===== config.mk =====
export PLATFORM = sky130hd
export DESIGN_NAME = o_serdes_load_ctrl
export DESIGN_NICKNAME = d
export VERILOG_FILES = /design/src/rtl/o_serdes_pkg.sv /design/src/rtl/o_serdes_sync2.sv /design/src/rtl/o_serdes_load_ctrl.sv
export SDC_FILE = /design/constraint.sdc
export NUM_CORES = 1
export LEC_CHECK = 0
export CORE_MARGIN = 1.5
export CORE_UTILIZATION = 48
export DETAILED_ROUTE_END_ITERATION = 12
export GPL_TIMING_DRIVEN = 0
export PLACE_DENSITY = 0.65
export SLEW_MARGIN = 10
export SYNTH_ARGS = -nofsm -noshare
export SYNTH_HDL_FRONTEND = slang
export SYNTH_HIERARCHICAL = 1
export SYNTH_SLANG_ARGS = --single-unit

===== constraint.sdc =====
create_clock -name PLL_CLK -period 2.3 [get_ports PLL_CLK]
set_input_delay 0.46 -clock PLL_CLK [delete_from_list [all_inputs] [get_ports PLL_CLK]]
set_output_delay 0.46 -clock PLL_CLK [all_outputs]
set_load 0.05 [all_outputs]

===== src/rtl/o_serdes_pkg.sv =====
// Shared definitions for the O_SERDES word-load sequencer: state encoding,
// load-period helper and counter widths.
package o_serdes_pkg;

    typedef enum logic [1:0] {
        ST_WAIT_LOCK = 2'd0,
        ST_SETTLE    = 2'd1,
        ST_WAIT_SYNC = 2'd2,
        ST_RUN       = 2'd3
    } ctrl_state_t;

    localparam int SETTLE_CNT_W  = 10;
    localparam int TIMEOUT_CNT_W = 12;
    localparam int PHASE_W       = 4;

    // Load period in serial-clock cycles: DDR shifts two bits per cycle.
    function automatic int calc_period(input int width, input bit is_ddr);
        return is_ddr ? (width / 2) : width;
    endfunction

endpackage


===== src/rtl/o_serdes_sync2.sv =====
// Two-flop synchronizer with asynchronous active-low clear.
module o_serdes_sync2 (
    input  logic clk,
    input  logic rst_n,
    input  logic d,
    output logic q
);

    logic meta_reg;
    logic sync_reg;

    always_ff @(posedge clk or negedge rst_n) begin
        if (!rst_n) begin
            meta_reg <= 1'b0;
            sync_reg <= 1'b0;
        end else begin
            meta_reg <= d;
            sync_reg <= meta_reg;
        end
    end

    assign q = sync_reg;

endmodule


===== src/rtl/o_serdes_load_ctrl.sv =====
// Word-load sequencer for bonded O_SERDES lanes: lock settle, sync alignment,
// periodic LOAD_WORD / CHANNEL_BOND_SYNC_OUT. Optional SLIP input: O_SERDES_LOAD_CTRL_SLIP_EN.
module o_serdes_load_ctrl
    import o_serdes_pkg::*;
#(
    parameter     DATA_RATE    = "SDR",
    parameter int WIDTH        = 4,
    parameter int LOCK_WAIT    = 16,
    parameter int SYNC_TIMEOUT = 255
) (
    input  logic       PLL_CLK,
    input  logic       RST,
    input  logic       PLL_LOCK,
    input  logic       CHANNEL_BOND_SYNC_IN,
    input  logic       ENABLE,
`ifdef O_SERDES_LOAD_CTRL_SLIP_EN
    input  logic       SLIP,
`endif
    output logic       LOAD_WORD,
    output logic       CHANNEL_BOND_SYNC_OUT,
    output logic [3:0] PHASE,
    output logic       READY,
    output logic       SYNC_ERR
);

    localparam bit IS_DDR = (DATA_RATE == "DDR");
    localparam int P      = calc_period(WIDTH, IS_DDR);

    localparam logic [SETTLE_CNT_W-1:0]  SETTLE_LAST  = SETTLE_CNT_W'(LOCK_WAIT - 1);
    localparam logic [TIMEOUT_CNT_W-1:0] TIMEOUT_LAST = TIMEOUT_CNT_W'(SYNC_TIMEOUT - 1);
    localparam logic [PHASE_W-1:0]       PHASE_LAST   = PHASE_W'(P - 1);

    generate
        if ((DATA_RATE != "SDR") && (DATA_RATE != "DDR")) begin : g_bad_rate
            $error("o_serdes_load_ctrl: DATA_RATE must be \"SDR\" or \"DDR\"");
        end
        if ((WIDTH < 3) || (WIDTH > 10)) begin : g_bad_width
            $error("o_serdes_load_ctrl: WIDTH must be 3..10");
        end
        if (IS_DDR && ((WIDTH % 2) != 0)) begin : g_odd_ddr
            $error("o_serdes_load_ctrl: DDR requires an even WIDTH");
        end
        if ((LOCK_WAIT < 1) || (LOCK_WAIT > 1023)) begin : g_bad_lock_wait
            $error("o_serdes_load_ctrl: LOCK_WAIT must be 1..1023");
        end
        if ((SYNC_TIMEOUT < 1) || (SYNC_TIMEOUT > 4095)) begin : g_bad_timeout
            $error("o_serdes_load_ctrl: SYNC_TIMEOUT must be 1..4095");
        end
    endgenerate

    // Bit 0: PLL lock, bit 1: channel-bond sync marker.
    logic [1:0] async_in;
    logic [1:0] sync_out;

    assign async_in = {CHANNEL_BOND_SYNC_IN, PLL_LOCK};

    generate
        for (genvar gi = 0; gi < 2; gi++) begin : g_sync
            o_serdes_sync2 u_sync2 (
                .clk   (PLL_CLK),
                .rst_n (RST),
                .d     (async_in[gi]),
                .q     (sync_out[gi])
            );
        end
    endgenerate

    logic lock_s;
    logic sync_s;
    logic sync_prev_reg;
    logic sync_edge;
    logic keep_going;

    assign lock_s     = sync_out[0];
    assign sync_s     = sync_out[1];
    assign sync_edge  = sync_s & ~sync_prev_reg;
    assign keep_going = lock_s & ENABLE;

    ctrl_state_t              state_reg,       state_next;
    logic [SETTLE_CNT_W-1:0]  settle_cnt_reg,  settle_cnt_next;
    logic [TIMEOUT_CNT_W-1:0] timeout_cnt_reg, timeout_cnt_next;
    logic [PHASE_W-1:0]       phase_reg,       phase_next;
    logic                     sync_err_reg,    sync_err_next;
    logic                     load_word_reg,   load_word_next;
    logic                     bond_out_reg,    bond_out_next;
    logic                     ready_reg,       ready_next;
`ifdef O_SERDES_LOAD_CTRL_SLIP_EN
    localparam logic [PHASE_W-1:0] SLIP_GUARD_INIT = PHASE_W'(P - 1);
    logic [PHASE_W-1:0]       slip_guard_reg,  slip_guard_next;
`endif

    always_comb begin
        state_next       = state_reg;
        settle_cnt_next  = settle_cnt_reg;
        timeout_cnt_next = timeout_cnt_reg;
        phase_next       = '0;
        sync_err_next    = sync_err_reg;
`ifdef O_SERDES_LOAD_CTRL_SLIP_EN
        slip_guard_next  = '0;
`endif
        case (state_reg)
            ST_WAIT_LOCK: begin
                if (keep_going) begin
                    state_next      = ST_SETTLE;
                    settle_cnt_next = '0;
                end
            end
            ST_SETTLE: begin
                if (!keep_going) begin
                    state_next = ST_WAIT_LOCK;
                end else if (settle_cnt_reg == SETTLE_LAST) begin
                    state_next       = ST_WAIT_SYNC;
                    timeout_cnt_next = '0;
                end else begin
                    settle_cnt_next = settle_cnt_reg + 1'b1;
                end
            end
            ST_WAIT_SYNC: begin
                // A sync edge on the timeout cycle wins: the lane aligned in time.
                if (!keep_going) begin
                    state_next = ST_WAIT_LOCK;
                end else if (sync_edge) begin
                    state_next = ST_RUN;
                end else if (timeout_cnt_reg == TIMEOUT_LAST) begin
                    state_next    = ST_RUN;
                    sync_err_next = 1'b1;
                end else begin
                    timeout_cnt_next = timeout_cnt_reg + 1'b1;
                end
            end
            ST_RUN: begin
                if (!keep_going) begin
                    state_next = ST_WAIT_LOCK;
                end else begin
`ifdef O_SERDES_LOAD_CTRL_SLIP_EN
                    if (slip_guard_reg != '0) begin
                        slip_guard_next = slip_guard_reg - 1'b1;
                    end
`endif
                    if (sync_edge) begin
                        phase_next = '0;
`ifdef O_SERDES_LOAD_CTRL_SLIP_EN
                    end else if (SLIP && (slip_guard_reg == '0)) begin
                        phase_next      = phase_reg;
                        slip_guard_next = SLIP_GUARD_INIT;
`endif
                    end else if (phase_reg == PHASE_LAST) begin
                        phase_next = '0;
                    end else begin
                        phase_next = phase_reg + 1'b1;
                    end
                end
            end
            default: begin
                state_next = ST_WAIT_LOCK;
            end
        endcase

        // Strobes are decoded from the next phase so they register alongside PHASE.
        ready_next     = (state_next == ST_RUN);
        load_word_next = ready_next && (phase_next == PHASE_LAST);
        bond_out_next  = ready_next && (phase_next == '0);
    end

    always_ff @(posedge PLL_CLK or negedge RST) begin
        if (!RST) begin
            state_reg       <= ST_WAIT_LOCK;
            settle_cnt_reg  <= '0;
            timeout_cnt_reg <= '0;
            phase_reg       <= '0;
            sync_err_reg    <= 1'b0;
            load_word_reg   <= 1'b0;
            bond_out_reg    <= 1'b0;
            ready_reg       <= 1'b0;
            sync_prev_reg   <= 1'b0;
`ifdef O_SERDES_LOAD_CTRL_SLIP_EN
            slip_guard_reg  <= '0;
`endif
        end else begin
            state_reg       <= state_next;
            settle_cnt_reg  <= settle_cnt_next;
            timeout_cnt_reg <= timeout_cnt_next;
            phase_reg       <= phase_next;
            sync_err_reg    <= sync_err_next;
            load_word_reg   <= load_word_next;
            bond_out_reg    <= bond_out_next;
            ready_reg       <= ready_next;
            sync_prev_reg   <= sync_s;
`ifdef O_SERDES_LOAD_CTRL_SLIP_EN
            slip_guard_reg  <= slip_guard_next;
`endif
        end
    end

    assign LOAD_WORD             = load_word_reg;
    assign CHANNEL_BOND_SYNC_OUT = bond_out_reg;
    assign PHASE                 = phase_reg;
    assign READY                 = ready_reg;
    assign SYNC_ERR              = sync_err_reg;

endmodule


After elaboration in Yosys (flattened, before gate mapping)
Index checks and enable logic that the tools add are counted.
{ "totals": {"regBits": 37, "inputBits": 5, "output_inout_bits": 8} }
{ "classes": {"add_sub_neg": 3, "eq_ne": 15, "muxes": 22, "bitwise_logic": 4, "n_reduce_logical": 9} }
{ "ops": {"columns": ["op", "count"], "rows": [
  ["two-way mux 12 bit", 5],
  ["two-way mux 10 bit", 3],
  ["case mux 12 bit (2 select lines)", 1],
  ["case mux 10 bit (2 select lines)", 1],
  ["two-way mux 4 bit", 4],
  ["two-way mux 2 bit", 7],
  ["!= test 2 bit, second input constant", 7],
  ["adder 12 x 1 -> 12 bit, second input constant", 1],
  ["equality test 12 x 8 -> 1 bit, second input constant", 1],
  ["adder 10 x 1 -> 10 bit, second input constant", 1],
  ["equality test 10 x 4 -> 1 bit, second input constant", 1],
  ["equality test 4 x 2 -> 1 bit, second input constant", 2],
  ["case mux 2 bit (4 select lines)", 1],
  ["AND reduction 4 bit", 2],
  ["equality test 2 bit, second input constant", 3],
  ["AND reduction 6 bit", 1],
  ["adder 4 x 1 -> 4 bit, second input constant", 1],
  ["zero test 4 bit", 1],
  ["nonzero test 2 bit", 2],
  ["bitwise AND 1 bit", 2],
  ["equality test 2 x 1 -> 1 bit, second input constant", 1],
  ["logical AND 1 bit", 2],
  ["zero test 2 bit", 1],
  ["NOT 1 bit", 2]
]} }

Logic depth before layout (Yosys ltp)
Gate-level depths: netlist (run 1).
{ "depth": {"ltp_word": 7, "depth_mapped": 7} }

Modules after synthesis
The synthesis (run 1) kept the hierarchy.
{ "by_module_without_submodules": {"columns": ["module", "instances", "cells_each", "area_each_um2", "seq_area_each_um2"], "rows": [
  ["o_serdes_load_ctrl", 1, 185, 1780.5, 825.8],
  ["o_serdes_sync2", 2, 2, 50.0, 50.0]
]} }

Worst setup path before layout (run 1)
No wires, ideal clock.
{ "synth_timing": {"kind": "flip-flop to flip-flop", "start": "register settle_cnt_reg[5]", "end": "register timeout_cnt_reg[6]", "setup_ps": 129, "arrival_ps": 1714, "required_ps": 2171, "setup_slack_ps": 457, "path_stages_with_launch": 6, "cell_sequence": "dfrtp_1 > or4_1 > or4_1 > buf_6 > o21ai_0 > mux2i_1"} }
{ "synth_via": {"elab_chain_cells": 3} }
{ "synth_rtl": {"columns": ["item", "line_no", "text"], "rows": [
  ["from (decl)", "o_serdes_load_ctrl.sv:80", "logic [SETTLE_CNT_W-1:0] settle_cnt_reg, settle_cnt_next;"],
  ["from (signal assigned)", "o_serdes_load_ctrl.sv:181", "settle_cnt_reg <= settle_cnt_next;"],
  ["equality test 10 x 4 -> 1 bit", "o_serdes_load_ctrl.sv:111", "end else if (settle_cnt_reg == SETTLE_LAST) begin"],
  ["!= test 2 bit (no source line)", null, null],
  ["AND reduction 6 bit (no source line)", null, null],
  ["to (signal assigned)", "o_serdes_load_ctrl.sv:182", "timeout_cnt_reg <= timeout_cnt_next;"],
  ["to (decl)", "o_serdes_load_ctrl.sv:81", "logic [TIMEOUT_CNT_W-1:0] timeout_cnt_reg, timeout_cnt_next;"]
]} }
Every way passes these cells.
A chain may end at the register's enable or synchronous reset.

Worst setup path after layout (run 1)
{ "layout_timing": {"start": "input ENABLE", "end": "register timeout_cnt_reg[4]"} }
{ "layout_via": {"elab_chain_cells": 3, "elab_cells_between_ends": 4, "cone_classes": "eq/ne: 2; bitwise: 1; reduce/logical: 1"} }
{ "layout_rtl": {"columns": ["item", "line_no", "text"], "rows": [
  ["from (decl)", "o_serdes_load_ctrl.sv:15", "input logic ENABLE,"],
  ["bitwise AND 1 bit *", "o_serdes_load_ctrl.sv:77", "assign keep_going = lock_s & ENABLE;"],
  ["!= test 2 bit (no source line)", null, null],
  ["AND reduction 6 bit (no source line) *", null, null]
]} }
Mark *: on every way between the ends. The rest lies on a longest branch, timed or not.

==> impl_metrics.json, run 1 <==
{
  "status": "finished clean",
  "swShare_pct": 20.74,
  "num_rows": 22,
  "setup_viol": 0,
  "wl_per_cell_um": 15.19,
  "finalPower_mw": 1.294,
  "crit_path_max_incr_delay_ns": 0.52,
  "firstDrtPassIters": 4,
  "tightest_slew_ns": 0.7986,
  "cts_max_level": 2,
  "dieWidth_um": 65.59,
  "syn_area_mm2": 0.001881,
  "vdd_drop_max_v": 0.0004644,
  "post-dp-hpwl_um": 2754,
  "fin_ws_ns": 0.1780,
  "cp_data_arrival_time_ns": 2.30,
  "powerDensity_mw_per_mm2": 593.8,
  "crit_cells": 6,
  "maxSlewHeadroom_pct": 46.76,
  "layout_commonest_cell": "dfrtp_1",
  "clock_latency_ns": 0.29,
  "vias_per_cell": 6.012,
  "cp-start-kind": "primary input",
  "fmax_ghz": 0.4712,
  "pre_cts_slack_ns": -0.1854,
  "place_area_mm2": 0.002056,
  "ys_ff_latch": 37,
  "wl_um": 3920,
  "crit_chain": "clkdlybuf4s50_1 > and3_1 > clkbuf_1 > nand4_1 > or3b_2 > mux2i_1",
  "setup_tns_ns": 0,
  "ys_seq_area_share_pct": 49.23,
  "grt_max_degree": 38,
  "wl_met1_um": 1750,
  "synth_area_leader_cell": "dfrtp_1",
  "yosys_warnings": 6,
  "drcViolationCount": 0,
  "crit_buf_inv": 2,
  "place_congestion": 0.8602,
  "critical_path_required_ns": 2.48,
  "met2_length_um": 1960,
  "wl_met3_um": 140,
  "synth_cells": 189,
  "grt.overflow.total": 0,
  "crit_fanout": 7,
  "rrSetupSlack_ns": 0.30,
  "drtAntennaViolNets": 0,
  "largest_reg_flops": 12,
  "synth.top_cell.area_share_pct": 49.23,
  "clkTransAtPathRegs_ns": 0.07,
  "clock-root-buffer": "clkbuf_8",
  "cts_tree": "yes",
  "routed.top_layer": "met4",
  "grtUsageTotal_pct": 21.32,
  "crit_type": "in -> reg",
  "yosys-top-cells-area": "dfrtp_1, mux2i_1, or4_1",
  "fin_crit_sh_pct": 92.26,
  "grt_pass1_wl_um": 6913,
  "reg2reg_depth": 5,
  "avgSynthCellArea_um2": 9.950,
  "n_fill_cell": 332,
  "clk_path_buf_depth": 2,
  "multi_input_area_um2": 895.9,
  "ctsResizeCount": 0,
  "core_area_mm2": 0.003716,
  "boundaryPins": 13,
  "synth_fp_nets": 198,
  "power_frac_comb_pct": 3.7,
  "p_leak_nw": 0.9936,
  "rsz0062_at_grt": "no",
  "drt_iter0_drc": 100,
  "drv_cap": 0,
  "cts_buffers": 5,
  "final_cell_area_mm2": 0.002180,
  "final.min_clock_period_ns": 2.122,
  "vias": 1551,
  "hold_ws_ns": 0.2511,
  "syn_to_final_growth_pct": 15.90,
  "finalHoldViolCount": 0,
  "worstSetupEndpointType": "register",
  "pwr-share-clk_pct": 44.9,
  "die_y_um": 65.59,
  "slowest_stage": "clkdlybuf4s50_1",
  "cts.sinks": 37,
  "hold_path.class": "in -> async",
  "ys_types": 40,
  "initial_core_util_pct": 50.61,
  "p_int_mw": 1.026,
  "p_switching_uw": 268.5,
  "seq_power_share_pct": 51.4,
  "finalClockSkew_ns": 0.005696,
  "nets": 218,
  "maxSlewViolCount": 0,
  "seq_area_um2": 925.9,
  "antenna_found_initial": 0,
  "layout_common_cells": "dfrtp_1, nand2_1, nor2_1",
  "crit_family": "simple AND/OR/NAND/NOR gates",
  "io_buffers": 12,
  "layout-drive-gt1-share_pct": 8.571,
  "n_antenna_cell": 0,
  "dieArea_mm2": 0.004302,
  "grt_pass1_vias": 1541
}
-- cell families after synthesis --
| family | after synthesis | share of synthesized area, % |
|---|---|---|
| and+or+nand+nor | 84 | 26.08 |
| adders and majority gates | 4 | 2.661 |
| AOI/OAI and AO/OA | 40 | 13.17 |
| xor gates and xnor gates | 2 | 0.9316 |
| muxes | 9 | 4.791 |
| DFF | 37 | 49.23 |
| buffers and inverters | 13 | 3.127 |
-- power by group through the flow --
stage                     combinational [mW]  sequential, mW  clock (mW)
final                                 0.0477           0.665       0.582
after CTS                             0.0490           0.665       0.592
after global placement                0.0480           0.677           0
after global routing                  0.0548           0.666       0.618
after detailed placement              0.0491           0.677           0
after floorplan                       0.0224           0.676           0
-- cells in the mapped netlist --
master / number
a211o_1: 2
a211oi_1: 2
a21oi_1: 11
a22o_1: 1
a41o_1: 1
and2_1: 3
and3_1: 5
and3b_1: 1
and4_1: 2
and4_2: 1
buf_2: 2
buf_6: 1
clkbuf_1: 6
dfrtp_1: 37
ha_1: 4
inv_1: 4
mux2i_1: 9
nand2_1: 17
nand2b_1: 3
nand3_1: 8
nand3b_1: 2
nand4_1: 6
nand4b_1: 1
nor2_1: 12
nor2_8: 1
nor3_1: 2
nor4_1: 4
nor4bb_1: 1
o21a_1: 1
o21ai_0: 8
o21ai_1: 5
o21bai_1: 1
o221ai_1: 1
o31ai_1: 7
or2_2: 2
or3_1: 2
or3b_2: 1
or4_1: 9
or4_2: 1
xor2_1: 2
-- timing repair --
item                       in CTS  in global routing
setup buffers                   0                  1
setup endpoints to repair       0                  3
hold buffers                    0                  0
-- layout make-up --
class                   instances  area share, %
repair buffers                 13          5.626
plain buffers                   9          2.009
multi-input cells             139          41.10
flip-flops and latches         37          42.48
well taps                      48          2.755
clock inverters                 1          1.378
clock buffers                   7          3.961
inverters                       4         0.6889
-- per-layer routing --
layer	vias up	track usage, %
met3	7	4.110
met5	-	0
met4	0	9.375
li1	743	-
met2	38	35.59
met1	763	26.90
-- through the flow --
step | cells | util, %
finish | 258 | 58.65
global route | 258 | 58.65
CTS | 257 | 58.45
detailed placement | 249 | 55.32
global placement | 249 | 55.45
floorplan | 189 | -
-- worst paths after layout --
check | endpoint | start
worst max-delay path | timeout_cnt_reg[4] | ENABLE
worst min-delay path | timeout_cnt_reg[10] | RST
max in group asynchronous | timeout_cnt_reg[3] | RST
worst max register to register | timeout_cnt_reg[6] | settle_cnt_reg[5]
min in group PLL_CLK | g_sync[0].u_sync2/q | g_sync[0].u_sync2/meta_reg
worst min register to register | g_sync[0].u_sync2/q | g_sync[0].u_sync2/meta_reg
Note: power is estimated with default switching activity, not from simulation.
==> inputs of run 2 (changes only) <==
Settings changed: CORE_UTILIZATION 48 to 58, PLACE_DENSITY 0.65 to 0.77, SKIP_CTS_REPAIR_TIMING set to 1.
==> run 2 against run 1 <==
Against the previous run: clock skew is 0.0082 ns higher; combinational power shrank 1%; first-iteration DRC count increased by 63%; power decreased by 17%; final cell count decreased by 1.9%; register-to-register slack improved by 0.02 ns; worst hold slack got worse by 0.090 ns; critical path depth decreased by 5; critical path type is now reg -> out; critical endpoint is now PHASE[3]; largest cell class unchanged.
==> impl_metrics.json, run 2 (same netlist as run 1, synthesis figures left out) <==
{
  "post-dp-hpwl_um": 2677,
  "grt.overflow.total": 0,
  "status": "finished clean",
  "clkTransAtPathRegs_ns": 0.13,
  "n_antenna_cell": 0,
  "core_area_mm2": 0.003078,
  "io_buffers": 12,
  "maxSlewViolCount": 0,
  "drtAntennaViolNets": 0,
  "worstSetupStartpoint": "PHASE[3]",
  "grtUsageTotal_pct": 25.01,
  "swShare_pct": 26.41,
  "critical_path_required_ns": 1.84,
  "largest_reg_flops": 12,
  "finalHoldViolCount": 0,
  "final.min_clock_period_ns": 2.145,
  "slowest_stage": "clkdlybuf4s50_1",
  "layout_common_cells": "dfrtp_1, nand2_1, nor2_1",
  "num_rows": 20,
  "cp-start-kind": "register",
  "final_cell_area_mm2": 0.002111,
  "drv_cap": 0,
  "vias_per_cell": 6.186,
  "power_frac_comb_pct": 4.4,
  "fin_crit_sh_pct": 93.28,
  "drcViolationCount": 0,
  "hold_path.class": "in -> async",
  "nets": 217,
  "initial_core_util_pct": 61.10,
  "place_congestion": 0.8891,
  "wl_per_cell_um": 15.24,
  "clk_path_buf_depth": 2,
  "layout_commonest_cell": "dfrtp_1",
  "tightest_slew_ns": 0.7936,
  "n_fill_cell": 248,
  "powerDensity_mw_per_mm2": 508.8,
  "vdd_drop_max_v": 0.0004172,
  "crit_type": "reg -> out",
  "crit_path_max_incr_delay_ns": 0.84,
  "worstSetupEndpointType": "output port",
  "seq_power_share_pct": 61.9,
  "dieWidth_um": 59.94,
  "crit_family": "buffers and inverters",
  "dieArea_mm2": 0.003593,
  "clock_latency_ns": 0.37,
  "cts_tree": "yes",
  "vias": 1565,
  "setup_viol": 0,
  "crit_buf_inv": 1,
  "clock-root-buffer": "clkbuf_4",
  "layout-drive-gt1-share_pct": 8.612,
  "crit_fanout": 6,
  "grt_max_degree": 38,
  "multi_input_area_um2": 895.9,
  "boundaryPins": 13,
  "die_y_um": 59.94,
  "cts_max_level": 2,
  "grt_pass1_wl_um": 6713,
  "wl_um": 3856,
  "antenna_found_initial": 0,
  "p_int_uw": 790.3,
  "firstDrtPassIters": 4,
  "cts_buffers": 5,
  "grt_pass1_vias": 1519,
  "cp_data_arrival_time_ns": 1.69,
  "rsz0062_at_grt": "no",
  "drt_iter0_drc": 163,
  "crit_chain": "clkdlybuf4s50_1",
  "seq_area_um2": 925.9,
  "p_switching_uw": 283.7,
  "maxSlewHeadroom_pct": 47.09,
  "fmax_ghz": 0.4661,
  "p_leak_nw": 0.9544,
  "place_area_mm2": 0.002051,
  "pwr-share-clk_pct": 33.7,
  "finalClockSkew_ns": 0.01385,
  "reg2reg_from": "settle_cnt_reg[5]",
  "cts.sinks": 37,
  "finalPower_mw": 1.074,
  "syn_to_final_growth_pct": 12.24,
  "setup_tns_ns": 0
}
## run 2: changes by cell type in the layout (fill, tap and decap cells not counted), sizes merged
cell	previous run	this run
clkbuf	13	11
bufinv	1	0
buf	5	4
clkinvlp	0	3
## run 2: power groups by stage
stage                     logic [mW]  registers, mW  clock network [mW]
after floorplan               0.0224          0.676                   0
after global placement        0.0477          0.677                   0
after detailed placement      0.0486          0.677                   0
after CTS                     0.0485          0.665               0.363
after global routing          0.0543          0.667               0.388
final                         0.0470          0.665               0.362
## run 2: layout make-up
type	count	area share, %
Multi-Input combinational cell	139	42.44
Clock buffer	5	1.778
Tap cell	44	2.608
Inverter	4	0.7113
Sequential cell	37	43.86
Clock inverter	3	1.067
Buffer	9	2.075
Timing Repair Buffer	12	5.453
## run 2: path summary, 6_finish.rpt
| path | slack, ns | cells past startpoint | end |
|---|---|---|---|
| setup / recovery | 0.15 | 1 | PHASE[3] |
| hold / removal | 0.16 | 1 | timeout_cnt_reg[4] |
| setup reg to reg | 0.32 | 5 | timeout_cnt_reg[2] |
| hold reg to reg | 0.38 | 0 | g_sync[1].u_sync2/q |
| max in group asynchronous | 1.63 | 1 | PHASE[2] |
| min in group PLL_CLK | 0.38 | 0 | g_sync[1].u_sync2/q |
## run 2: metal layers
| layer | up-vias | part of all wire, % | global-route usage (%) |
|---|---|---|---|
| li1 | 743 | - | - |
| met1 | 775 | 45 | 33.85 |
| met2 | 39 | 48 | 38.82 |
| met3 | 8 | 5.0 | 5.844 |
| met4 | 0 | 1.8 | 9.841 |
| met5 | - | 0 | 0 |
## run 2: stage by stage
step,hold WS (ns),utilization [%],cells,setup WS (ns)
floorplan,0.1644,-,189,0.4573
global placement,0.3406,66.79,245,-0.05464
detailed placement,0.3463,66.63,245,-0.1194
CTS,0.2075,68.58,253,0.1493
global route,0.2507,68.58,253,0.1056
finish,0.1613,68.58,253,0.1546
==> inputs of run 3 (changes only) <==
Settings changed: SLEW_MARGIN 10 to not set.
==> results of run 3 <==
Final layout, timing and power as in run 2 (identical DEF).
